<file path="config.mk">
export PLATFORM = sky130hd
export DESIGN_NAME = seg_scan_mux
export DESIGN_NICKNAME = d
export VERILOG_FILES = /design/src/rtl/seg_scan_mux_pkg.sv /design/src/rtl/seg_scan_mux_tick_divider.sv /design/src/rtl/seg_scan_mux.sv
export SDC_FILE = /design/constraint.sdc
export NUM_CORES = 1
export LEC_CHECK = 0
export CAP_MARGIN = 40
export CORE_MARGIN = 4
export CORE_UTILIZATION = 54
export CTS_BUF_LIST = sky130_fd_sc_hd__clkbuf_16
export DETAILED_ROUTE_END_ITERATION = 16
export PLACE_DENSITY = 0.82
export REMOVE_ABC_BUFFERS = 1
export SETUP_SLACK_MARGIN = 0.3
export SYNTH_ARGS = -nofsm -noshare
export SYNTH_HDL_FRONTEND = slang
export SYNTH_SLANG_ARGS = --single-unit
</file>
<file path="constraint.sdc">
create_clock -name clk -period 2.85 [get_ports clk]
set_input_delay 0.855 -clock clk [delete_from_list [all_inputs] [get_ports clk]]
set_output_delay 0.855 -clock clk [all_outputs]
set_load 0.01 [all_outputs]
</file>
<file path="src/rtl/seg_scan_mux_pkg.sv">
// Shared types and helpers for the 7-segment scan driver.
// Pure declarations; no timing or flow-control behaviour of its own.
package disp_pkg;

    typedef logic [6:0] seg_t;

    localparam int   DIG_N   = 4;
    localparam seg_t SEG_OFF = '0;

    // Converts a logical "lit/selected" bit into the pin level for the board wiring.
    function automatic logic apply_pol(input logic value, input logic active_low);
        return value ^ active_low;
    endfunction

endpackage

</file>
<file path="src/rtl/seg_scan_mux_tick_divider.sv">
// Free-running modulo-DIV counter with a one-cycle pulse on its last count.
// Pulse is combinational from the count (same cycle); never stalls.
module tick_divider #(
    parameter int DIV = 20,
    localparam int CW = (DIV > 1) ? $clog2(DIV) : 1
) (
    input  logic clk,
    input  logic rst,
    output logic tick
);

    if (DIV < 1) begin : g_bad_div
        $error("tick_divider: DIV must be at least 1");
    end

    logic [CW-1:0] cnt;

    assign tick = (cnt == CW'(DIV - 1));

    always_ff @(posedge clk) begin
        if (rst) begin
            cnt <= '0;
        end else if (tick) begin
            cnt <= '0;
        end else begin
            cnt <= cnt + CW'(1);
        end
    end

endmodule

</file>
<file path="src/rtl/seg_scan_mux.sv">
// 4-digit multiplexed 7-segment driver with per-frame input latching, dead-time blanking, blink and DP.
// Pins are registered (1-cycle latency from internal scan state); no backpressure, scan is free-running.
module seg_scan_mux
    import disp_pkg::*;
#(
    parameter int CLK_HZ         = 12_000_000,
    parameter int SCAN_HZ        = 1000,
    parameter int BLANK_CYC      = 120,
    parameter int BLINK_HZ       = 2,
    parameter bit SEG_ACTIVE_LOW = 1'b1,
    parameter bit AN_ACTIVE_LOW  = 1'b1
) (
    input  logic       clk,
    input  logic       rst,
    input  logic [6:0] dig0,
    input  logic [6:0] dig1,
    input  logic [6:0] dig2,
    input  logic [6:0] dig3,
    input  logic [3:0] blink_mask,
    input  logic [3:0] dp_mask,
    input  logic       en,
    output logic [6:0] seg,
    output logic       dp,
    output logic [3:0] an,
    output logic       frame_tick
);

    localparam int DIG_CYC = CLK_HZ / SCAN_HZ;
    localparam int HALF    = CLK_HZ / (2 * BLINK_HZ);
    localparam int PW      = (DIG_CYC > 1) ? $clog2(DIG_CYC) : 1;

    localparam seg_t       SEG_IDLE = {7{SEG_ACTIVE_LOW}};
    localparam logic       DP_IDLE  = SEG_ACTIVE_LOW;
    localparam logic [3:0] AN_IDLE  = {4{AN_ACTIVE_LOW}};

    if (BLANK_CYC >= DIG_CYC || DIG_CYC < 2) begin : g_bad_timing
        $error("seg_scan_mux: need DIG_CYC >= 2 and BLANK_CYC < DIG_CYC");
    end

    // Scan position and frame-latched display content
    logic [PW-1:0]    pre;
    logic [1:0]       idx;
    seg_t             shadow [DIG_N];
    logic [DIG_N-1:0] shadow_blink;
    logic [DIG_N-1:0] shadow_dp;
    logic             blink_ph;
    logic             blink_wrap;

    logic pre_wrap;
    logic frame_start;
    logic frame_end;

    assign pre_wrap    = (pre == PW'(DIG_CYC - 1));
    assign frame_start = (pre == '0) && (idx == 2'd0);
    assign frame_end   = pre_wrap && (idx == 2'd3);

    tick_divider #(
        .DIV (HALF)
    ) u_blink_div (
        .clk  (clk),
        .rst  (rst),
        .tick (blink_wrap)
    );

    always_ff @(posedge clk) begin
        if (rst) begin
            blink_ph <= 1'b0;
        end else if (blink_wrap) begin
            blink_ph <= ~blink_ph;
        end
    end

    // Disabled display parks at the top of a frame so re-enable starts with a fresh latch.
    always_ff @(posedge clk) begin
        if (rst || !en) begin
            pre <= '0;
            idx <= 2'd0;
        end else if (pre_wrap) begin
            pre <= '0;
            idx <= idx + 2'd1;
        end else begin
            pre <= pre + PW'(1);
        end
    end

    always_ff @(posedge clk) begin
        if (rst) begin
            for (int i = 0; i < DIG_N; i++) begin
                shadow[i] <= SEG_OFF;
            end
            shadow_blink <= '0;
            shadow_dp    <= '0;
        end else if (en && frame_start) begin
            shadow[0]    <= dig0;
            shadow[1]    <= dig1;
            shadow[2]    <= dig2;
            shadow[3]    <= dig3;
            shadow_blink <= blink_mask;
            shadow_dp    <= dp_mask;
        end
    end

    // Logical (active-high) view of what the current slot should show
    logic [DIG_N-1:0] an_on;
    seg_t             seg_on;
    logic             dp_on;

    always_comb begin
        an_on  = '0;
        seg_on = SEG_OFF;
        dp_on  = 1'b0;
        if (pre >= PW'(BLANK_CYC)) begin
            an_on[idx] = 1'b1;
            if (!(blink_ph && shadow_blink[idx])) begin
                seg_on = shadow[idx];
                dp_on  = shadow_dp[idx];
            end
        end
    end

    logic [3:0] an_pin;
    seg_t       seg_pin;
    logic       dp_pin;

    always_comb begin
        for (int i = 0; i < 7; i++) begin
            seg_pin[i] = apply_pol(seg_on[i], SEG_ACTIVE_LOW);
        end
        for (int i = 0; i < DIG_N; i++) begin
            an_pin[i] = apply_pol(an_on[i], AN_ACTIVE_LOW);
        end
        dp_pin = apply_pol(dp_on, SEG_ACTIVE_LOW);
    end

    always_ff @(posedge clk) begin
        if (rst || !en) begin
            an         <= AN_IDLE;
            seg        <= SEG_IDLE;
            dp         <= DP_IDLE;
            frame_tick <= 1'b0;
        end else begin
            an         <= an_pin;
            seg        <= seg_pin;
            dp         <= dp_pin;
            frame_tick <= frame_end;
        end
    end

endmodule

</file>
==> impl_metrics.yaml <==
sta:
  worst_pin_slew_ns: 0.851
  finalSetupViolCount: 0
  clock-skew-final_ns: 0.00958
  fin_crit_ns: 2.33
  rsz0062_at_grt: "false"
  slew_headroom_pct: 42.8
  hold_viol: 0
  fin_tns_setup_ns: 0
  fin_crit_sh_pct: 81.7
  timing.fmax_mhz: 430
  slew_violations: 0
cts:
  cts_buffers: 9
  clk_latency_ns: 0.33
  htreeDepth: 3
  cts_resized: 0
  postCtsSetupBuffers: 0
  hold_buffers: 0
  clk_pin_slew_ns: 0.06
  clk_path_buf_depth: 2
  root_buffer: "clkbuf_16"
  cts_tree: "done"
  cts_sinks: 90
power:
  p_leak_nw: 1.59
  p_switching_mw: 0.523
  peakVddDrop_mv: 0.323
  p_total_mw: 2.55
  pwr-share-clk_pct: 40.2
  p_sw_share_pct: 20.5
  powerDensity_nw_per_um2: 557
  p_seq_share_pct: 54.4
  combPwrFrac_pct: 5.4
  intPower_mw: 2.03
synthesis:
  syn_avg_cell_area_sq_um: 11.1
  netlist_instances: 335
  synth_edf_count: 28
  ys_types: 39
  yosys_warnings: 0
  synthArstFlopShare_pct: 0
  synth_ff_type: "dfxtp_1"
  synth_seq_area_share_pct: 56.1
  ys_ff_latch: 90
  netlist_area_sq_um: 3710
final_layout:
  layout_commonest_cell: "dfxtp_1"
  synthToLayoutAreaGrowth_pct: 23.2
  antenna_cells: 0
  final_cell_mix: "62 x dfxtp_1, 51 x clkdlybuf4s50_1, 41 x nor2_1, 29 x and2_1, 28 x edfxtp_1"
  drive_above_1_share_pct: 8.31
  nNetsFinal: 438
worst_setup_path:
  critPathMaxStageDelay_ns: 0.52
  reg2reg_depth: 4
  critPathCaptureType: "register"
  start_kind: "input port"
  cp_num_buf_inv: 3
  critPathKind: "in2reg"
  path_cells: "clkdlybuf4s50_1 > and4b_1 > nand4_1 > and2_1 > inv_1 > buf_12"
  cp.required_ns: 2.88
  path_delay_family: "buffers and inverters"
  worst-path-max-fanout: 28
  cp_slowest_cell: "clkdlybuf4s50_1"
  r2r-start: "u_blink_div.cnt[3]$_SDFF_PP0_"
  cp.arrival_ns: 2.36
  timing.reg2reg.setup_slack_ns: 0.71
  rr_endpoint: "u_blink_div.cnt[3]$_SDFF_PP0_"
routing:
  dr.pass1.iters: 4
  route.detailed.drc: 0
  drt_iter0_drc: 135
  drt-vias-per-instance: 5.47
  antenna_left: 0
  routed_wl_mm: 7.01
  vias: 2591
  wl_per_cell_microns: 14.8
global_routing:
  grt_pass1_vias: 2555
  grt_pass1_wl_mm: 12.0
  antenna_found_initial: 0
  overflow: 0
  grtUsageTotal_pct: 18.3
  grt_max_degree: 37
status:
  status: "completed"
die:
  dieWidth_microns: 90.9
  core_sq_um: 6490
  ios: 52
  initial_utilization_pct: 57.2
  die_area_sq_um: 8270
  num_rows: 29
  fp.dieH_microns: 90.9
min_path:
  holdPathStages: 1
  hold_class: "reg2reg"
  hold_end: "u_blink_div.cnt[0]$_SDFF_PP0_"
  worstHoldStart: "u_blink_div.cnt[0]$_SDFF_PP0_"
placed_design:
  port_buffers: 51
  gp_congestion: 0.824
  hpwl_mm: 4.97
run:
  drv_cap: 0
-- flip-flops by register name (all words and copies together), names as in the netlist, named ones only --
name and count:
shadow_blink 4, shadow_dp 4, shadow 28, pre 14, dp 1, u_blink_div.cnt 22
blink_ph 1, an 4, seg 7, frame_tick 1, idx 2
-- worst register-to-register path, delay by kind of cell, from the launching register on --
kind / cells / cell delay (ns)
AO/OA/AOI/OAI: 1 / 0.46
AND/OR/NAND/NOR: 3 / 1.17
flip-flops: 1 / 0.39
-- synthesized netlist by cell type, types with 3 or more instances --
master | instances | area (sq um)
nor4_1 | 13 | 81.3
a22o_1 | 8 | 70.1
nand2_1 | 22 | 82.6
and2_1 | 29 | 181
edfxtp_1 | 28 | 841
ha_1 | 7 | 87.6
nor3_1 | 9 | 45.0
and3_1 | 3 | 18.8
a21oi_1 | 5 | 25.0
mux4_2 | 9 | 203
clkbuf_1 | 5 | 18.8
xnor2_1 | 23 | 201
nor2_1 | 42 | 158
nand3_1 | 12 | 60.1
nand4_1 | 10 | 62.6
dfxtp_1 | 62 | 1240
xor2_1 | 4 | 35.0
inv_1 | 15 | 56.3
mux2i_1 | 3 | 30.0
-- power groups by stage --
stage,combinational [mW],clock (mW),sequential (mW)
6_report,0.137,1.03,1.39
5_1_grt,0.152,1.10,1.39
4_1_cts,0.139,1.04,1.39
3_5_place_dp,0.138,0,1.42
3_3_place_gp,0.134,0,1.41
2_1_floorplan,0.0628,0,1.41
-- kinds of logic (layout without fill, tap and decap cells) --
family	count (synthesis)	count (layout)	synth area share (%)
AND/OR/NAND/NOR	153	153	21.6
flip-flops	90	90	56.1
XOR/XNOR	27	27	6.37
buffers and inverters	25	87	2.96
AO/OA/AOI/OAI	21	21	4.38
multiplexers	12	12	6.27
adder cells (fa/ha/maj)	7	7	2.36
-- worst max-delay path by stage --
stage	from	end	slack (ns)	cells past startpoint
detailed placement	en	shadow[2][4]$_SDFFCE_PN0P_	0.19	6
finish	en	shadow[2][4]$_SDFFCE_PN0P_	0.52	6
floorplan	en	shadow[0][0]$_SDFFCE_PN0P_	0.53	4
global placement	en	shadow[0][1]$_SDFFCE_PN0P_	0.26	6
global route	en	shadow[2][4]$_SDFFCE_PN0P_	0.44	6
CTS	en	shadow[2][4]$_SDFFCE_PN0P_	0.54	6
-- metal layers --
metal	vias to the layer above	GRT usage, %	routed length (microns)
li1	1290	-	-
met1	1209	24.0	3130
met2	79	28.7	3340
met3	13	5.92	409
met4	0	6.53	131
met5	-	0	0
-- through the flow --
| stage | cells | utilization, % | hold slack (ns) | area (sq um) | setup slack, ns |
|---|---|---|---|---|---|
| after floorplan | 325 | - | 0.418 | 3660 | 0.531 |
| after global placement | 458 | 66.5 | 0.428 | 4320 | 0.260 |
| after detailed placement | 458 | 66.5 | 0.437 | 4320 | 0.191 |
| after CTS | 474 | 70.4 | 0.446 | 4580 | 0.537 |
| after global routing | 474 | 70.4 | 0.480 | 4580 | 0.443 |
| final | 474 | 70.4 | 0.440 | 4580 | 0.522 |
-- cell type report --
cell class	count	area, sq um
clock buffers	9	225
clock inverters	7	31.3
flip-flops and latches	90	2080
well taps	77	96.3
repair buffers	56	561
inverters	15	56.3
multi-input cells	220	1520
fillers	466	1920
(Power assumes the default switching activity.)
